$ cat config.mk
export PLATFORM = sky130hd
export DESIGN_NAME = xor_checksum_ctrl
export DESIGN_NICKNAME = d
export VERILOG_FILES = /design/src/rtl/xor_checksum_ctrl_pkg.sv /design/src/rtl/xor_checksum_ctrl_xor.sv /design/src/rtl/xor_checksum_ctrl.sv
export SDC_FILE = /design/constraint.sdc
export NUM_CORES = 1
export LEC_CHECK = 0
export BUFFER_PORTS_ARGS = -buffer_cell sky130_fd_sc_hd__buf_2
export CAP_MARGIN = 40
export CORE_MARGIN = 1
export CORE_UTILIZATION = 55
export DETAILED_ROUTE_END_ITERATION = 6
export PLACE_DENSITY = 0.89
export SLEW_MARGIN = 20
export SYNTH_ARGS = -nofsm -noshare
export SYNTH_HDL_FRONTEND = slang
export SYNTH_SLANG_ARGS = --single-unit
export TNS_END_PERCENT = 50
$ cat constraint.sdc
create_clock -name clk -period 3.8 [get_ports clk]
set_input_delay 0.19 -clock clk [delete_from_list [all_inputs] [get_ports clk]]
set_output_delay 0.19 -clock clk [all_outputs]
set_load 0.005 [all_outputs]
$ cat src/rtl/xor_checksum_ctrl_pkg.sv
// xor_checksum_ctrl shared types
// FSM encodings and datapath width
package xor_checksum_ctrl_pkg;

  localparam int DATA_W = 32;

  typedef enum logic [1:0] {
    S_IDLE = 2'd0,
    S_REQ  = 2'd1,
    S_WAIT = 2'd2,
    S_DONE = 2'd3
  } state_e;

endpackage

$ cat src/rtl/xor_checksum_ctrl_xor.sv
// 32-bit bitwise XOR gate array
// shared datapath block, purely combinational
module _32_bit_xor
  import xor_checksum_ctrl_pkg::*;
(
  input  logic [DATA_W-1:0] a,
  input  logic [DATA_W-1:0] b,
  output logic [DATA_W-1:0] y
);

  assign y = a ^ b;

endmodule

$ cat src/rtl/xor_checksum_ctrl.sv
// xor_checksum_ctrl: folds a memory block into one
// XOR checksum over a req/gnt/rvalid read port
module xor_checksum_ctrl
  import xor_checksum_ctrl_pkg::*;
#(
  parameter int ADDR_W = 8
) (
  input  logic              clk,
  input  logic              rst_n,
  input  logic              start,
  input  logic              abort,
  input  logic [ADDR_W-1:0] base_addr,
  input  logic [ADDR_W-1:0] len,
  input  logic [DATA_W-1:0] seed,
  output logic              mem_req,
  output logic [ADDR_W-1:0] mem_addr,
  input  logic              mem_gnt,
  input  logic              mem_rvalid,
  input  logic [DATA_W-1:0] mem_rdata,
  output logic              busy,
  output logic              done,
  output logic [DATA_W-1:0] checksum
);

  state_e            state;
  logic [DATA_W-1:0] acc;
  logic [DATA_W-1:0] acc_nxt;
  logic [ADDR_W-1:0] cnt;
  logic [ADDR_W-1:0] addr;
  logic [ADDR_W-1:0] addr_inc;

  assign addr_inc = addr + ADDR_W'(1);

  _32_bit_xor acc_xor (
    .a (acc),
    .b (mem_rdata),
    .y (acc_nxt)
  );

  // sequencer: state, counters and registered outputs
  always_ff @(posedge clk or negedge rst_n) begin
    if (!rst_n) begin
      state    <= S_IDLE;
      acc      <= '0;
      cnt      <= '0;
      addr     <= '0;
      mem_req  <= 1'b0;
      mem_addr <= '0;
      busy     <= 1'b0;
      done     <= 1'b0;
      checksum <= '0;
    end else begin
      done <= 1'b0;
      unique case (state)
        S_IDLE: begin
          if (start) begin
            acc  <= seed;
            addr <= base_addr;
            cnt  <= len;
            busy <= 1'b1;
            if (len == '0) begin
              state    <= S_DONE;
              checksum <= seed;
              done     <= 1'b1;
            end else begin
              state    <= S_REQ;
              mem_req  <= 1'b1;
              mem_addr <= base_addr;
            end
          end
        end
        S_REQ: begin
          if (abort) begin
            state   <= S_IDLE;
            mem_req <= 1'b0;
            busy    <= 1'b0;
          end else if (mem_gnt) begin
            state   <= S_WAIT;
            mem_req <= 1'b0;
          end
        end
        S_WAIT: begin
          if (abort) begin
            state <= S_IDLE;
            busy  <= 1'b0;
          end else if (mem_rvalid) begin
            acc  <= acc_nxt;
            cnt  <= cnt - ADDR_W'(1);
            addr <= addr_inc;
            if (cnt == ADDR_W'(1)) begin
              state    <= S_DONE;
              checksum <= acc_nxt;
              done     <= 1'b1;
            end else begin
              state    <= S_REQ;
              mem_req  <= 1'b1;
              mem_addr <= addr_inc;
            end
          end
        end
        S_DONE: begin
          state <= S_IDLE;
          busy  <= 1'b0;
        end
      endcase
    end
  end

endmodule
==> run summary, run 1 <==
* **Post-Synthesis Cells** 495
* **destination of the worst register-to-register timing path** checksum[16]$_DFFE_PN0P_
* **net count after synthesis** 589
* **part of the power in the clock network** 12.9%
* **largest stage delay on the critical path** 0.53 ns
* **run status** finished, final reports clean
* **Site Rows** 33
* **sw power** 1.88 mW
* **fillcell total** 659
* **CP max FO** 47
* **wire length of the first global-routing pass** 17.2 mm
* **worst hold path cell count** 3
* **count of synthesis-stage warnings from yosys** 0
* **list of cells traversed by the critical path** inv_1, ha_4, mux2i_1, a21o_2, a221o_2, buf_12, mux2_4
* **boundary pin count** 129
* **sequential-to-total area share from yosys stat** 48.1%
* **number of stages on the worst setup path** 7
* **combined area of all synthesized cells** 4830 um2
* **Clock Root Buffer** sky130_fd_sc_hd__clkbuf_8
* **clock latency on the worst-skew pair** 0.35 ns
* **Core Area** 8340 um2
* **Final Slew Violations** 0
* **dominant cell type by area after synthesis** sky130_fd_sc_hd__dfrtp_1
* **number of enable-type register cells in the synthesized netlist** 0
* **slew of the pin with the lowest slew margin** 0.771 ns
* **worst slew margin relative to its limit** 48.6%
* **Avg Vias per Cell** 5.39
* **placed cell areas** 5570 um2
* **part of the cycle the worst path needs** 73.6%
* **GPL Wtd Cong** 0.837
* **final period demand of the worst path** 2.80 ns
* **endpoint required time on the critical path** 4.04 ns
* **worst min-delay path category** in2reg
* **Final Hold Violating Endpoints** 0
* **MaxCap Viol Count** 0
* **largest net degree at the start of global routing** 61
* **die outline area** 9170 um2
* **sum of negative setup slack** 0 ns
* **Layout Area Growth over Synthesis** 19.1%
* **setup fix buffers added after clock tree synthesis** 0
* **dominant synthesized flop cell** sky130_fd_sc_hd__dfrtp_1
* **Sw Ratio** 38.6%
* **setup violators final** 0
* **library cell with the highest instance count after synthesis** sky130_fd_sc_hd__nand2_1
* **total overflow reported by the global router** 0
* **endpoint class of the critical path** flip-flop
* **DRC errors left** 0
* **VDD IR max** 0.358 mV
* **slowest cell on the critical path** sky130_fd_sc_hd__a221o_2
* **number of antenna violations at the first check in global routing** 0
* **htree depth** 3
* **CTS sink count** 93
* **Reg2Reg Launch Point** state[0]$_DFFE_PN0P_
* **number of iterations in the first detailed-routing pass** 4
* **share of total power in sequential cells** 38.6%
* **Power per Cell Area** 844 nW/um2
* **worst setup path startpoint** state[0]$_DFFE_PN0P_
* **Fmax achieved** 0.358 GHz
* **number of nets at the end of the flow** 709
* **Longest Clk Path Bufs** 2
* **total non-filler cell area in the finished layout** 5760 um2
* **cell count of the worst reg-to-reg path** 7
* **floorplan die height** 95.8 um
* **worst setup path class** reg2reg
* **average cell area after synthesis** 9.77 um2
* **per-cell routed wire length** 14.7 um
* **cell types occupying the most area after synthesis** sky130_fd_sc_hd__dfrtp_1 (48%), sky130_fd_sc_hd__mux2_4 (8.7%), sky130_fd_sc_hd__nand2_1 (8.5%)
* **number of unique standard cell types used by synthesis** 39
* **Internal Power** 2.99 mW
* **CTS Buf Count** 9
* **Leak** 2.88 nW
* **data arrival time at the worst-slack endpoint** 3.03 ns
* **fraction of final layout cells sized beyond drive strength 1** 31.5%
* **buffers and inverters on the worst path** 2
* **Initial Util** 58.0%
* **Largest delay share family, worst path** compound AO/OA/AOI/OAI gates
* **unrepaired setup endpoints after global routing** no
* **Die X-Extent** 95.8 um
* **clock-pin slew of the registers on the worst-case setup and hold paths** 0.08 ns
* **post-synth top area share** 48.1%
* **via count of the first global-routing pass** 3932
* **worst-case clock skew** 0.0102 ns
* **Routed Antenna Nets** 0
* **drt total wl** 10.6 mm
* **async set-reset flop share out of synthesis** 100%
* **detailed-route via count** 3902
* **diodes inserted** 0
* **flop-to-flop setup slack** 1.00 ns
* **final hold slack** 0.132 ns
* **quantity of I/O buffers inserted on ports** 128
* **count of routing violations after the opening detailed-route iteration** 180
* **Critical Path Source Type** flip-flop
* **Final HPWL DP** 7.52 mm
* **CTS tree** built
* **commonest cells in the netlist** sky130_fd_sc_hd__nand2_1 (109), sky130_fd_sc_hd__dfrtp_1 (93), sky130_fd_sc_hd__nor2_1 (42), sky130_fd_sc_hd__a21oi_1 (39), sky130_fd_sc_hd__xnor2_1 (35)
* **fraction of power consumed by combinational cells** 48.5%
* **number of synthesized register bits** 93
* **global routing usage summed across all routing layers** 24.3%
* **Worst Setup EP** checksum[16]$_DFFE_PN0P_
worst register-to-register path, delay by kind of cell (launching register included):
family,cells,cell delay (ns)
AO/OA/AOI/OAI,2,0.79
flip-flops,1,0.41
multiplexers,2,0.58
buffers and inverters,2,0.42
adder cells (fa/ha/maj),1,0.48
worst min-delay path by stage:
stage | from | endpoint
2_1_floorplan | rst_n | acc[0]$_DFFE_PN0P_
3_3_place_gp | rst_n | mem_addr[1]$_DFFE_PN0P_
3_5_place_dp | rst_n | mem_addr[1]$_DFFE_PN0P_
4_1_cts | start | done$_DFF_PN0_
5_1_grt | start | done$_DFF_PN0_
6_report | start | done$_DFF_PN0_
per-layer routing:
metal / GRT usage [%] / part of all wire (%) / wire, um
met1: 29.6 / 42 / 4490
met2: 42.6 / 50 / 5300
met3: 4.50 / 6.2 / 656
met4: 9.33 / 1.8 / 192
met5: 0 / 0 / 0
stage by stage:
step | setup WS, ns | power, mW | utilization (%) | cells
2_1_floorplan | 1.85 | 3.55 | - | 495
3_3_place_gp | 1.12 | 4.11 | 66.8 | 708
3_5_place_dp | 1.04 | 4.26 | 66.8 | 708
4_1_cts | 1.02 | 4.89 | 69.1 | 724
5_1_grt | 0.912 | 5.25 | 69.1 | 724
6_report | 1.00 | 4.86 | 69.1 | 724
power by group through the flow:
stage / Combinational [mW] / Clock (mW) / Sequential, mW
final: 2.36 / 0.628 / 1.88
after global routing: 2.62 / 0.682 / 1.94
after CTS: 2.38 / 0.641 / 1.88
after detailed placement: 2.37 / 0 / 1.89
after global placement: 2.25 / 0 / 1.86
after floorplan: 1.73 / 0 / 1.83
cell type report:
class	count	area, um2	area share, %
well taps	105	131	2.28
multi-input cells	359	2350	40.8
inverters	18	67.6	1.17
clock buffers	11	131	2.28
clock inverters	4	50.0	0.869
flip-flops and latches	93	2330	40.4
repair buffers	134	703	12.2
repair_timing:
| item | in CTS | in global routing |
|---|---|---|
| resized for setup | 0 | 0 |
| endpoints found under the hold margin | 59 | 0 |
| hold buffers | 1 | 0 |
cell usage in the layout (no fill, tap or decap), types with 2 or more instances in the layout:
master,Yosys,final
sky130_fd_sc_hd__mux2_2,10,10
sky130_fd_sc_hd__o21ai_0,18,18
sky130_fd_sc_hd__a21oi_1,39,38
sky130_fd_sc_hd__a2111oi_0,2,2
sky130_fd_sc_hd__inv_1,18,18
sky130_fd_sc_hd__nand3_1,6,6
sky130_fd_sc_hd__or3_1,4,4
sky130_fd_sc_hd__clkinvlp_4,0,2
sky130_fd_sc_hd__nor3b_1,2,2
sky130_fd_sc_hd__xnor2_1,35,35
sky130_fd_sc_hd__buf_2,0,127
sky130_fd_sc_hd__ha_1,8,7
sky130_fd_sc_hd__buf_4,0,5
sky130_fd_sc_hd__mux2i_1,13,13
sky130_fd_sc_hd__clkbuf_8,0,9
sky130_fd_sc_hd__dfrtp_1,93,93
sky130_fd_sc_hd__nor2_1,42,42
sky130_fd_sc_hd__mux2_4,28,28
sky130_fd_sc_hd__or2_2,4,4
sky130_fd_sc_hd__clkbuf_1,18,2
sky130_fd_sc_hd__o22ai_1,5,5
sky130_fd_sc_hd__a31oi_1,6,6
sky130_fd_sc_hd__nand2_1,109,109
sky130_fd_sc_hd__o22a_1,3,3
sky130_fd_sc_hd__nor2b_1,5,5
sky130_fd_sc_hd__a41oi_1,2,2
sky130_fd_sc_hd__nor4_1,4,4
state kept, by name, summed over array words and instances, names as in the netlist:
name / flops
addr: 8
cnt: 8
acc: 32
mem_addr: 8
mem_req: 1
state: 2
done: 1
checksum: 32
busy: 1
cell families (layout without fill, tap and decap cells):
logic type      count (synthesis)  count (layout)  synth area share (%)
mux                            51              51                  13.7
xor+xnor                       35              35                  6.34
buf+inv                        43             167                  3.80
fa+ha+maj                       8               8                  2.07
simple gates                  181             181                  15.7
compound gates                 84              84                  10.2
flops                          93              93                  48.1
Power figures use the tool's default switching activity.
==> inputs of run 2 (changes only) <==
--- a/config.mk
+++ b/config.mk
@@ -5,12 +5,13 @@
 export SDC_FILE = /design/constraint.sdc
 export NUM_CORES = 1
 export LEC_CHECK = 0
+export ABC_AREA = 1
 export BUFFER_PORTS_ARGS = -buffer_cell sky130_fd_sc_hd__buf_2
 export CAP_MARGIN = 40
 export CORE_MARGIN = 1
-export CORE_UTILIZATION = 55
+export CORE_UTILIZATION = 48
 export DETAILED_ROUTE_END_ITERATION = 6
-export PLACE_DENSITY = 0.89
+export PLACE_DENSITY = 0.82
 export SLEW_MARGIN = 20
 export SYNTH_ARGS = -nofsm -noshare
 export SYNTH_HDL_FRONTEND = slang
==> constraint.sdc (replaced) <==
create_clock -name clk -period 2.25 [get_ports clk]
set_input_delay 0.1125 -clock clk [delete_from_list [all_inputs] [get_ports clk]]
set_output_delay 0.1125 -clock clk [all_outputs]
set_load 0.005 [all_outputs]
==> run 2 against run 1 <==
  * Register-to-register slack worse by 0.77 ns
  * Global-route usage down 1.1 points
  * First-iteration DRC count up 43%
  * Sequential cell count unchanged
  * Sequential share of layout area down 1.6 points
  * Critical endpoint is now mem_addr[5]$_DFFE_PN0P_
  * Largest cell class unchanged
==> run summary, run 2 <==
* **run status** finished, final reports clean
* **Sw Ratio** 45.4%
* **Final Hold Violating Endpoints** 0
* **dominant cell type by area after synthesis** sky130_fd_sc_hd__dfrtp_1
* **Site Rows** 37
* **Core Area** 10300 um2
* **via count of the first global-routing pass** 4582
* **Die X-Extent** 105 um
* **post-synthesis mux area share** 0%
* **commonest cells in the netlist** sky130_fd_sc_hd__nand2_1 (276), sky130_fd_sc_hd__dfrtp_1 (93), sky130_fd_sc_hd__nor2_1 (59), sky130_fd_sc_hd__nand3_1 (48), sky130_fd_sc_hd__a31oi_1 (35)
* **combined area of all synthesized cells** 5050 um2
* **worst slew margin relative to its limit** 71.5%
* **fraction of final layout cells sized beyond drive strength 1** 24.3%
* **async set-reset flop share out of synthesis** 100%
* **detailed-route via count** 4835
* **Reg2Reg Launch Point** state[0]$_DFFE_PN0P_
* **count of synthesis-stage warnings from yosys** 0
* **count of routing violations after the opening detailed-route iteration** 258
* **CTS tree** built
* **most frequent cells in the layout** sky130_fd_sc_hd__nand2_1 (276), sky130_fd_sc_hd__buf_2 (127), sky130_fd_sc_hd__dfrtp_1 (93), sky130_fd_sc_hd__nor2_1 (59), sky130_fd_sc_hd__nand3_1 (48)
* **CP max FO** 11
* **post-synthesis share of cell area spent on and, or, nand and nor gates** 39.0%
* **net count after synthesis** 774
* **setup fix buffers added after clock tree synthesis** 0
* **data arrival time at the worst-slack endpoint** 2.31 ns
* **endpoint class of the critical path** flip-flop
* **post-synth top area share** 46.0%
* **Post-Synthesis Cells** 680
* **worst hold path cell count** 3
* **Hold EP** acc[8]$_DFFE_PN0P_
* **wire length of the first global-routing pass** 20.8 mm
* **library cell with the highest instance count after synthesis** sky130_fd_sc_hd__nand2_1
* **largest stage delay on the critical path** 0.41 ns
* **Largest delay share family, worst path** simple AND/OR/NAND/NOR gates
* **sum of negative setup slack** 0 ns
* **Most common cell on crit path** sky130_fd_sc_hd__nand2_1
* **Synth Area in Adders** 1.98%
* **Longest Clk Path Bufs** 2
* **cell count of the worst reg-to-reg path** 9
* **diodes inserted** 0
* **Critical Path Source Type** flip-flop
* **number of enable-type register cells in the synthesized netlist** 0
* **largest net degree at the start of global routing** 81
* **CTS Buf Count** 9
* **sw power** 3.86 mW
* **Avg Vias per Cell** 5.15
* **clock-pin slew of the registers on the worst-case setup and hold paths** 0.10 ns
* **part of the power in the clock network** 12.3%
* **xor and xnor area share after synthesis** 0.173%
* **placed cell areas** 5810 um2
* **Power per Cell Area** 1410 nW/um2
* **CTS sink count** 93
* **most common library cell in the layout ignoring fill and taps** sky130_fd_sc_hd__nand2_1
* **largest family of logic cells by synthesized area** simple AND/OR/NAND/NOR gates
* **quantity of I/O buffers inserted on ports** 128
* **Clock Root Buffer** sky130_fd_sc_hd__clkbuf_8
* **Initial Util** 49.2%
* **share of total power in sequential cells** 36.0%
* **fraction of the core area covered by cells at the end of the flow** 58.4%
* **number of synthesized register bits** 93
* **fraction of power consumed by combinational cells** 51.7%
* **destination of the worst register-to-register timing path** mem_addr[5]$_DFFE_PN0P_
* **worst min-delay path category** in2reg
* **MaxCap Viol Count** 0
* **cell types occupying the most area after synthesis** sky130_fd_sc_hd__dfrtp_1 (46%), sky130_fd_sc_hd__nand2_1 (20%), sky130_fd_sc_hd__nand3_1 (4.8%)
* **DRC errors left** 0
* **number of antenna violations at the first check in global routing** 0
* **number of iterations in the first detailed-routing pass** 4
* **sequential-to-total area share from yosys stat** 46.0%
* **Internal Power** 4.63 mW
* **Fmax achieved** 0.496 GHz
* **buffers and inverters on the worst path** 1
* **htree depth** 3
* **VDD IR max** 0.875 mV
* **setup violators final** 0
* **unrepaired setup endpoints after global routing** no
* **die outline area** 10900 um2
* **final period demand of the worst path** 2.02 ns
* **part of the cycle the worst path needs** 89.6%
* **clock latency on the worst-skew pair** 0.35 ns
* **worst-case clock skew** 0.0128 ns
* **total overflow reported by the global router** 0
* **floorplan die height** 105 um
* **per-cell routed wire length** 13.0 um
* **Final HPWL DP** 8.54 mm
* **list of cells traversed by the critical path** inv_1, ha_1, nand2_1, nand2_1, nor2_4, nand2_1, nor2_2, nand2_1, nand2_1
* **total non-filler cell area in the finished layout** 6000 um2
* **number of gates resized after cts** 0
* **number of nets at the end of the flow** 892
* **average cell area after synthesis** 7.43 um2
* **largest registers** acc (32), checksum (32)
* **GPL Wtd Cong** 0.850
* **boundary pin count** 129
* **flop-to-flop setup slack** 0.23 ns
* **Final Slew Violations** 0
* **slowest cell on the critical path** sky130_fd_sc_hd__dfrtp_1
* **number of unique standard cell types used by synthesis** 26
* **Synth Area in Compound Gates** 7.08%
* **global routing usage summed across all routing layers** 23.2%
* **Leak** 3.21 nW
* **dominant synthesized flop cell** sky130_fd_sc_hd__dfrtp_1
* **Routed Antenna Nets** 0
* **endpoint required time on the critical path** 2.55 ns
* **hold path startpoint** seed[8]
* **slew of the pin with the lowest slew margin** 0.427 ns
* **worst setup path class** reg2reg
* **Layout Area Growth over Synthesis** 18.7%
* **drt total wl** 12.2 mm
## run 2: metrics by stage
step / worst slack (ns) / instances / hold slack (ns) / power (mW)
finish: 0.234 / 938 / 0.0372 / 8.48
global placement: 0.320 / 922 / -0.0220 / 7.33
CTS: 0.188 / 938 / 0.0251 / 8.54
floorplan: 0.615 / 680 / -0.183 / 6.22
detailed placement: 0.196 / 922 / -0.0228 / 7.48
global route: 0.00623 / 938 / 0.0376 / 9.32
## run 2: power groups by stage
stage / Sequential (mW) / Combinational (mW) / Clock, mW
global route: 3.17 / 5.02 / 1.13
finish: 3.06 / 4.38 / 1.05
floorplan: 3.01 / 3.21 / 0
CTS: 3.05 / 4.42 / 1.07
global placement: 3.05 / 4.29 / 0
detailed placement: 3.07 / 4.41 / 0
## run 2: how the worst max path moves through the flow
stage	end	depth (start not counted)	slack, ns	startpoint
after CTS	mem_addr[1]$_DFFE_PN0P_	9	0.19	state[0]$_DFFE_PN0P_
after global routing	mem_addr[3]$_DFFE_PN0P_	9	0.006	state[0]$_DFFE_PN0P_
after floorplan	acc[21]$_DFFE_PN0P_	8	0.61	state[0]$_DFFE_PN0P_
final	mem_addr[5]$_DFFE_PN0P_	9	0.23	state[0]$_DFFE_PN0P_
after detailed placement	mem_addr[5]$_DFFE_PN0P_	9	0.20	state[0]$_DFFE_PN0P_
after global placement	mem_addr[7]$_DFFE_PN0P_	9	0.32	state[0]$_DFFE_PN0P_
## run 2: worst min-delay path, stage by stage
cell and delay (ns):
sky130_fd_sc_hd__buf_2 0.10, sky130_fd_sc_hd__nand2_1 0.07, sky130_fd_sc_hd__a31oi_1 0.08
## run 2: repair_timing
| action | CTS | global route |
|---|---|---|
| hold buffers | 1 | 0 |
| hold endpoints to repair | 93 | 0 |
| setup endpoints to repair | 0 | 3 |
## run 2: cells by family (layout without fill, tap and decap cells)
family	count (synthesis)	in the layout
simple gates	457	457
fa+ha+maj	8	8
xor+xnor	1	1
flops	93	93
buf+inv	60	182
compound gates	61	61
## run 2: cell type report
class                      instances  area (um2)
clock inverter                     5        42.5
tap                              136         170
inverter                          27         101
clock buffer                      10         138
multi-input combinational        527        2450
fill                             981        4280
timing repair buffer             140         773
sequential                        93        2330
## run 2: routing by layer
metal	GRT usage, %	vias to the layer above	wire, um
li1	-	2467	-
met1	32.1	2231	5690
met2	38.5	120	5780
met3	3.06	17	570
met4	6.14	0	184
met5	0	-	0
